==> src/rtl/as6501_lvds_tx.sv <==
// AS6501 LVDS result-output emulator: buffers {refid, tstop} words from AXI-Stream and shifts them out MSB-first.
// Define AS6501_TX_WORDCNT_EN to implement the transmitted-word counter on word_cnt_o (otherwise tied to zero).
module as6501_lvds_tx #(
    parameter int REFID_W = 24,
    parameter int TSTOP_W = 20,
    parameter int FRAME_W = 8,
    parameter int GAP_CYC = 4,
    parameter int DEPTH   = 8
) (
    input  logic                       lclk_i,
    input  logic                       lrst_i,
    input  logic                       enable_i,
    input  logic [REFID_W+TSTOP_W-1:0] s_axis_tdata,
    input  logic                       s_axis_tvalid,
    output logic                       s_axis_tready,
    output logic                       frame_o,
    output logic                       sdo_o,
    output logic                       linterrupt_o,
    output logic                       busy_o,
    output logic [31:0]                word_cnt_o,
    output logic [1:0]                 dbg_state_o
);
    // Handshake: a word is accepted on every lclk_i rising edge where s_axis_tvalid and
    // s_axis_tready are both high; tdata must be stable while tvalid is high and tready is low.

    localparam int W  = REFID_W + TSTOP_W;
    localparam int AW = $clog2(DEPTH);
    localparam int CW = $clog2(DEPTH + 1);
    localparam int NW = $clog2(W + GAP_CYC + 1);

    typedef enum logic [1:0] {
        S_IDLE  = 2'd0,
        S_SHIFT = 2'd1,
        S_GAP   = 2'd2
    } state_t;

    state_t        state;
    logic [W-1:0]  mem [DEPTH];
    logic [AW-1:0] wr_ptr;
    logic [AW-1:0] rd_ptr;
    logic [CW-1:0] count;
    logic [CW-1:0] count_next;
    logic [W-1:0]  shreg;
    logic [NW-1:0] cnt;
    logic          push;
    logic          pop;

    assign push = s_axis_tvalid & s_axis_tready;
    // The pop decision uses the registered count, so a word is never popped on its push edge.
    assign pop  = (state == S_IDLE) & enable_i & (count != '0);

    always_comb begin
        count_next = count + CW'(push) - CW'(pop);
    end

    always_ff @(posedge lclk_i) begin
        if (push) begin
            mem[wr_ptr] <= s_axis_tdata;
        end
    end

    always_ff @(posedge lclk_i or posedge lrst_i) begin
        if (lrst_i) begin
            wr_ptr        <= '0;
            rd_ptr        <= '0;
            count         <= '0;
            s_axis_tready <= 1'b0;
            linterrupt_o  <= 1'b1;
        end else begin
            if (push) begin
                wr_ptr <= wr_ptr + 1'b1;
            end
            if (pop) begin
                rd_ptr <= rd_ptr + 1'b1;
            end
            count         <= count_next;
            // Looking at the next count keeps the registered ready from ever overfilling.
            s_axis_tready <= enable_i & (count_next != CW'(DEPTH));
            linterrupt_o  <= (count == '0);
        end
    end

    always_ff @(posedge lclk_i or posedge lrst_i) begin
        if (lrst_i) begin
            state   <= S_IDLE;
            shreg   <= '0;
            cnt     <= '0;
            frame_o <= 1'b0;
            sdo_o   <= 1'b0;
            busy_o  <= 1'b0;
        end else begin
            case (state)
                S_IDLE: begin
                    frame_o <= 1'b0;
                    sdo_o   <= 1'b0;
                    busy_o  <= 1'b0;
                    if (pop) begin
                        shreg <= mem[rd_ptr];
                        cnt   <= '0;
                        state <= S_SHIFT;
                    end
                end
                S_SHIFT: begin
                    sdo_o   <= shreg[W-1];
                    shreg   <= {shreg[W-2:0], 1'b0};
                    frame_o <= (cnt < NW'(FRAME_W));
                    busy_o  <= 1'b1;
                    if (cnt == NW'(W - 1)) begin
                        cnt   <= '0;
                        state <= S_GAP;
                    end else begin
                        cnt <= cnt + 1'b1;
                    end
                end
                S_GAP: begin
                    frame_o <= 1'b0;
                    sdo_o   <= 1'b0;
                    busy_o  <= 1'b1;
                    if (cnt == NW'(GAP_CYC - 1)) begin
                        cnt   <= '0;
                        state <= S_IDLE;
                    end else begin
                        cnt <= cnt + 1'b1;
                    end
                end
                default: begin
                    frame_o <= 1'b0;
                    sdo_o   <= 1'b0;
                    busy_o  <= 1'b0;
                    cnt     <= '0;
                    state   <= S_IDLE;
                end
            endcase
        end
    end

    assign dbg_state_o = state;

`ifdef AS6501_TX_WORDCNT_EN
    logic [31:0] wcnt;

    // Counts on the edge that drives bit 0, so the new value appears with the last bit.
    always_ff @(posedge lclk_i or posedge lrst_i) begin
        if (lrst_i) begin
            wcnt <= 32'd0;
        end else if ((state == S_SHIFT) && (cnt == NW'(W - 1))) begin
            wcnt <= wcnt + 32'd1;
        end
    end

    assign word_cnt_o = wcnt;
`else
    assign word_cnt_o = 32'd0;
`endif

endmodule

==> config.mk <==
export PLATFORM = sky130hd
export DESIGN_NAME = as6501_lvds_tx
export DESIGN_NICKNAME = d
export VERILOG_FILES = /design/src/rtl/as6501_lvds_tx.sv
export SDC_FILE = /design/constraint.sdc
export NUM_CORES = 1
export LEC_CHECK = 0
export CAP_MARGIN = 20
export CORE_ASPECT_RATIO = 0.75
export CORE_MARGIN = 2
export CORE_UTILIZATION = 60
export DETAILED_ROUTE_END_ITERATION = 8
export GPL_TIMING_DRIVEN = 1
export PLACE_DENSITY = 0.89
export SYNTH_ARGS = -nofsm -noshare
export SYNTH_HDL_FRONTEND = slang
export SYNTH_SLANG_ARGS = --single-unit
==> constraint.sdc <==
create_clock -name lclk_i -period 5.25 [get_ports lclk_i]
set_input_delay 1.05 -clock lclk_i [delete_from_list [all_inputs] [get_ports lclk_i]]
set_output_delay 1.05 -clock lclk_i [all_outputs]
set_load 0.01 [all_outputs]
# ---- Word level (Yosys, flattened, before mapping)
# Memory sizes are Yosys's and may differ from the RTL's.
# Cells that the tools add are included.
dict set report totals {
  out_inout_bits 39
  ff_bits 67
  in_bits 48
  mem_count 1
  ramBits 352
}
# memory words word_bits read_ports rd_ports_with_merged_regs wr line
set mem_list {}
lappend mem_list {mem 8 44 1 0 1 38} ;# logic [W-1:0] mem [DEPTH];
dict set report classes {
  n_bitwise 4
  reduce_logical 7
  n_mux 15
  n_eq_ne 8
  n_addsub 5
  n_lt_le_gt_ge 1
}
# operator n
set op_table {}
lappend op_table {{$pmux W44 S2} 1}
lappend op_table {{$mux W44} 1}
lappend op_table {{$mux W6} 3}
lappend op_table {{$pmux W6 S3} 1}
lappend op_table {{$add A3 B1 Y3 const B} 2}
lappend op_table {{$add A6 B1 Y6 const B} 1}
lappend op_table {{$eq A6 B2 Y1 const B} 1}
lappend op_table {{$eq A6 B6 Y1 const B} 1}
lappend op_table {{$lt A6 B4 Y1 const B} 1}
lappend op_table {{$mux W2} 3}
lappend op_table {{$ne A2 B2 Y1 const B} 3}
lappend op_table {{$pmux W2 S3} 1}
lappend op_table {{$mux W1} 5}
lappend op_table {{$add A4 B1 Y4} 1}
lappend op_table {{$and A1 B1 Y1} 4}
lappend op_table {{$logic_not A4 Y1} 1}
lappend op_table {{$ne A4 B4 Y1 const B} 1}
lappend op_table {{$reduce_bool A4 Y1} 1}
lappend op_table {{$sub A4 B1 Y4} 1}
lappend op_table {{$reduce_and A3 Y1} 1}
lappend op_table {{$eq A2 B1 Y1 const B} 1}
lappend op_table {{$eq A2 B2 Y1 const B} 1}
lappend op_table {{$logic_not A2 Y1} 1}
lappend op_table {{$reduce_and A2 Y1} 1}
lappend op_table {{2 further kinds} 2}

# ---- Logic depth before layout (Yosys ltp)
# Gate-level depths: netlist (run 1).
dict set report logic_depth {
  ltp_word 6
  depth_mapped 12
  depth_no_buf 12
}

# ---- Worst setup path after synthesis (run 1)
# OpenSTA, ideal clock, no wires.
dict set report synth_path {
  path_kind {input -> register}
  startpoint {input port s_axis_tvalid}
  endpoint {memory mem[0][0] (netlist bit), enable pin}
  setup_ns 0.500
  path_slack_ns 0.274
  required_time_ns 4.750
  stages 3
  path_buffers 0
  t_arrival_ns 4.476
  cell_sequence {nand2_1 -> or2_2 -> nor3_1}
}
dict set report synth_between {
  elab_chain_cells 3
}
# item line
set synth_lines {}
lappend synth_lines {{start, declared} 14} ;# input logic s_axis_tvalid,
lappend synth_lines {{$and A1 B1 Y1} 48} ;# assign push = s_axis_tvalid & s_axis_tready;
lappend synth_lines {{$mux W1} 57} ;# if (push) begin
lappend synth_lines {{$mux W1 (not written as such)} 58} ;# mem[wr_ptr] <= s_axis_tdata;
lappend synth_lines {{end, declared} 38}
# Every way passes these cells.

# ---- Final worst setup path (run 1)
dict set report layout_path {
  startpoint {input port s_axis_tvalid}
  endpoint {memory mem[2][34] (netlist bit), enable pin}
}
# The elaborated chain is that of the path after synthesis.

==> reports/metrics.yaml, run 1 <==
status: "finished, final reports clean"
synth_cells: 862
first_pass_iters: 5
first_iter_violations: 730
drc: 0
critPathCaptureType: "flop"
grt_pass1_wl_um: 49700
min_period_over_period: 0.5655
peakVddDrop_v: 0.0003084
wl_um: 32470
synth_warnings: 0
drt-vias-per-instance: 6.166
tightest_slew_ns: 1.078
hold_path.class: "flop to flop"
crit_fanout: 25
fmax_mhz: 336.8
synthSimpleGateAreaFrac: 0.02430
ios: 87
synth-compound-area-share: 0.02160
h-tree-depth: 2
dieArea_sq_um: 29170
dieWidth_um: 196.6
setup_tns_ns: 0
start_kind: "input pin"
arrival_ns: 3.17
yosysSeqAreaShare: 0.7340
fill_cells: 1658
yosys.area_share.adder: 0.01020
initial_core_util: 0.6150
period_minus_slack_ns: 2.969
cts_made_buffers: 39
place.gp.congestion: 0.7617
post_cts_buffers: 0
p_per_area_nw_per_um2: 537.9
synth-edff-count: 352
final_antenna_net_count: 0
max_slew_margin: 0.2816
post_cts_resized: 0
synth_ff_type: "edfxtp_1"
drv_cap: 0
syn_to_final_growth_pct: 12.58
cts_tree: "done"
synth.distinct_cells: 44
synth_xor_area_frac: 0.002624
antenna_found_initial: 2
final-setup-viol-count: 0
wl_per_cell_um: 24.73
nets: 991
grt_max_degree: 71
grt-ovfl-total: 0
clock_path_buffers: 3
synth-async-reset-ratio: 0.1599
finalClockSkew_ns: 0.02071
finalHoldViolCount: 0
synth_seq_cells: 419
muxShareOfSynthArea: 0.1768
netlist_area_sq_um: 16690
rows: 52
r2r_slack_ns: 2.42
clk_latency_ns: 0.55
dp_hpwl_um: 18170
grt_pass1_vias: 8524
maxSlewViolCount: 0
core_sq_um: 27130
rsz0062_at_grt: "false"
clock-root-buffer: "clkbuf_16"
drive_gt1_frac: 0.2404
portBuffers: 54
p_leak_uw: 0.006428
p_total_uw: 10110
grtUsageTotal: 0.2310
avgSynthCellArea_sq_um: 19.36
die_y_um: 148.4
worstSetupPathType: "input pin to flop"
postCtsHoldBufs: 0
synth_top_family_by_area: "multiplexers"
vias: 8096
cp_data_required_time_ns: 5.45
cts_sinks: 419
clk_pin_slew_ns: 0.06
critical path: stages:
cell and delay, ns:
clkdlybuf4s50_1 0.53, nand2_1 0.13, or2_2 0.40, nor2_4 0.57, buf_4 0.47
cell usage after synthesis, types with 5 or more instances:
cell type,n,area share
mux2i_1,45,0.027
buf_1,5,0.0011
mux4_2,88,0.12
mux2_2,46,0.031
nor2_1,10,0.0022
o21ai_0,37,0.011
dfrtp_1,66,0.099
edfxtp_1,352,0.63
nand3_1,6,0.0018
buf_2,15,0.0045
inv_1,13,0.0029
clkbuf_1,20,0.0045
o21ai_1,10,0.0030
ha_1,12,0.0090
nand2_1,59,0.013
buf_4,32,0.014
report_power, final:
group	internal [uW]	switching, uW	total, uW
Sequential	4120	454	4580
Clock	1580	1220	2800
Combinational	1400	1330	2730
sequential cells by signal (all words and copies together), names as in the netlist:
signal and flops:
mem 352, shreg 44, cnt 6, count 4
rd_ptr 3, wr_ptr 3, dbg_state_o 2, busy_o 1
frame_o 1, linterrupt_o 1, s_axis_tready 1, sdo_o 1
metal layers:
metal,routed length (um),vias to the layer above,global-route usage,part of all wire
met5,9,-,0,0.00028
met4,757,2,0.07689,0.023
met3,2303,67,0.04150,0.071
met2,16520,342,0.3853,0.51
met1,12880,4206,0.3157,0.40
li1,-,3479,-,-
stage by stage:
stage	area (sq um)	std cells	worst slack, ns	util	hold WS [ns]
global placement	17520	1240	1.780	0.6457	0.4564
floorplan	16800	893	0.2737	-	0.4054
CTS	18780	1312	2.290	0.6923	0.4532
detailed placement	17520	1240	1.747	0.6457	0.4470
finish	18790	1313	2.281	0.6924	0.4530
global route	18780	1312	2.159	0.6923	0.4876
area by class of cell:
type                            count  area (sq um)  share of cell area
Antenna cell                        1         2.502           0.0001332
Clock buffer                       49          1044             0.05555
Clock inverter                     23         220.2             0.01172
Inverter                           13         48.80            0.002598
Multi-Input combinational cell    386          4106              0.2186
Sequential cell                   419         12260              0.6525
Tap cell                          351         439.2             0.02338
Timing Repair Buffer               71         668.1             0.03557
cell families after synthesis:
kind of cell / Yosys count
mux: 179
compound gates: 64
simple gates: 93
other cells: 1
fa+ha+maj: 13
buf+inv: 88
xor+xnor: 5
flops: 419
layout by cell type, fill, tap and decap left out, drive strengths merged, types with 32 or more instances in the layout:
master         netlist  routed
mux4                88      88
clkdlybuf4s50        0      54
nand2               59      59
dfrtp               66      66
mux2i               45      45
o21ai               47      47
mux2                46      46
clkbuf              20      49
edfxtp             352     352
conb                 1      32
path summary, 6_finish.rpt:
kind,start,endpoint,cells past startpoint
worst max-delay path,s_axis_tvalid,mem[2][34],5
worst min-delay path,count[0],linterrupt_o,1
worst max register to register,rd_ptr[0],shreg[39],5
worst min register to register,count[0],linterrupt_o,1
max in group asynchronous,lrst_i,shreg[18],3
min in group asynchronous,lrst_i,shreg[34],2
Note: power is estimated with default switching activity, not from simulation.
==> run 2, diff against run 1 <==
CORE_UTILIZATION = 54   (was 60)
PLACE_DENSITY = 0.85   (was 0.89)
clock period = 2.5 ns   (was 5.25 ns; I/O delays follow)
==> run 2 against run 1 <==
Effect of this change: register-to-register slack worse by 2.3 ns; power grew 120%; clock power increased by 110%; flip-flop and latch count stayed put; first-iteration DRC count increased by 6.3%; sequential power rose by 100%; worst setup slack worse by 2.1 ns.
==> reports/metrics.yaml, run 2 (synthesis gave the netlist of run 1 again) <==
clock-root-buffer: "clkbuf_16"
grt_pass1_vias: 8484
cts_sinks: 419
highest_layer: "met5"
pwr-share-clk: 0.275
grt_pass1_wl_um: 49030
wl_um: 31440
rsz0062_at_grt: "false"
cp.buffers_inverters: 4
max_slew_margin: 0.6535
cp_data_required_time_ns: 2.90
period_minus_slack_ns: 2.342
dp_hpwl_um: 18300
wl_met2_um: 15480
fmax_mhz: 426.9
p_sw_uw: 6230
finalHoldViolCount: 0
vias: 8020
grt-ovfl-total: 0
final.setup.worst_slack_ns: 0.1576
drv_cap: 0
crit_fanout: 2
final_common_cell: "edfxtp_1"
worstSetupPathDepth: 12
nets: 1014
portBuffers: 54
drt-vias-per-instance: 5.799
cts_tree: "done"
p_per_area_nw_per_um2: 1123
final_cell_mix: "edfxtp_1 (352), mux4_2 (88), dfrtp_1 (63)"
wl_per_cell_um: 22.73
clk_pin_slew_ns: 0.07
dp_slack_ns: -0.1614
drive_gt1_frac: 0.2663
core_sq_um: 30280
reg2reg_to: "s_axis_tready"
p_leak_uw: 0.006682
first_pass_iters: 5
n_antenna_cell: 0
syn_to_final_growth_pct: 16.20
maxSlewViolCount: 0
ios: 87
switching_share: 0.2861
worstRegToRegCells: 12
crit_start: "count[2]"
p_int_uw: 15550
hold_path.class: "input pin to async pin"
peakVddDrop_v: 0.0007540
initial_core_util: 0.5511
critPathCaptureType: "flop"
dpl-instance-area_sq_um: 18020
crit_chain: "inv_1 > ha_1 > nor3b_4 > nor2_2 > ha_1 > inv_1 > ha_1 > inv_1 > fa_2 > inv_1 > nor3_2 > a21boi_1"
place.gp.congestion: 0.8276
start_kind: "flop"
clock_path_buffers: 3
clk_latency_ns: 0.54
top_register: "mem"
p_comb_frac: 0.299
worstSetupEndpoint: "s_axis_tready"
cpMostUsedCell: "inv_1"
drt-met1-wl_um: 13300
rows: 55
cpPeakStageDelay_ns: 0.52
r2r_slack_ns: 0.16
cts_made_buffers: 39
finalClockSkew_ns: 0.02208
cp_top_family: "adder cells"
final_antenna_net_count: 0
largest_register_ffs: 352
dr_wl_met3_um: 2147
dieWidth_um: 207.0
grtUsageTotal: 0.2030
final_cell_area_sq_um: 19390
tightest_slew_ns: 0.5189
die_y_um: 156.2
antenna_found_initial: 1
power_frac_seq: 0.425
largestRegisters: "mem: 352 flops, shreg: 44 flops, cnt: 6 flops"
h-tree-depth: 2
min_period_over_period: 0.9370
timing.rr.start: "count[2]"
final-setup-viol-count: 0
dieArea_sq_um: 32340
status: "finished, final reports clean"
first_iter_violations: 776
arrival_ns: 2.74
worstSetupPathType: "flop to flop"
crit_slowest_cell: "fa_2"
drc: 0
grt_max_degree: 89
[run 2: worst min path at each step]
stage | slack [ns] | cells after the start | end
after floorplan | 0.41 | 1 | linterrupt_o
after global placement | 0.44 | 1 | linterrupt_o
after detailed placement | 0.44 | 1 | linterrupt_o
after CTS | 0.34 | 2 | shreg[40]
after global routing | 0.38 | 2 | shreg[34]
final | 0.32 | 2 | shreg[40]
[run 2: power groups by stage]
stage	Sequential (uW)	Clock (uW)	Combinational [uW]
after floorplan	9100	0	4830
after global placement	9320	0	6240
after detailed placement	9390	0	6440
after CTS	9270	6100	6500
after global routing	9360	6410	7110
final	9260	6000	6520
[run 2: repair_timing]
action                                  4_1_cts  5_1_grt
setup buffers                                 0        2
hold buffers                                  0        0
endpoints found under the setup margin        0        1
gates resized for setup                       0       11
[run 2: layer usage]
layer / vias up / global-route usage
met5: - / 0
met4: 2 / 0.05268
met3: 44 / 0.03769
met2: 262 / 0.3327
met1: 4180 / 0.2845
li1: 3532 / -
[run 2: layout make-up]
type	count	area, sq um
Clock buffer	53	1079
Fill cell	1977	10890
Timing Repair Buffer	94	1116
Clock inverter	19	230.2
Tap cell	399	499.2
Sequential cell	419	12260
Inverter	13	48.80
Multi-Input combinational cell	386	4160
[run 2: stage by stage]
step                hold WS (ns)    util  power, uW  cells  setup TNS, ns
floorplan                 0.4054       -      13930    893        -121.12
global placement          0.4411  0.5953      15560   1309        -0.1297
detailed placement        0.4446  0.5953      15830   1309        -0.1614
CTS                       0.3380  0.6385      21870   1381              0
global route              0.3776  0.6404      22890   1383              0
finish                    0.3249  0.6404      21780   1383              0
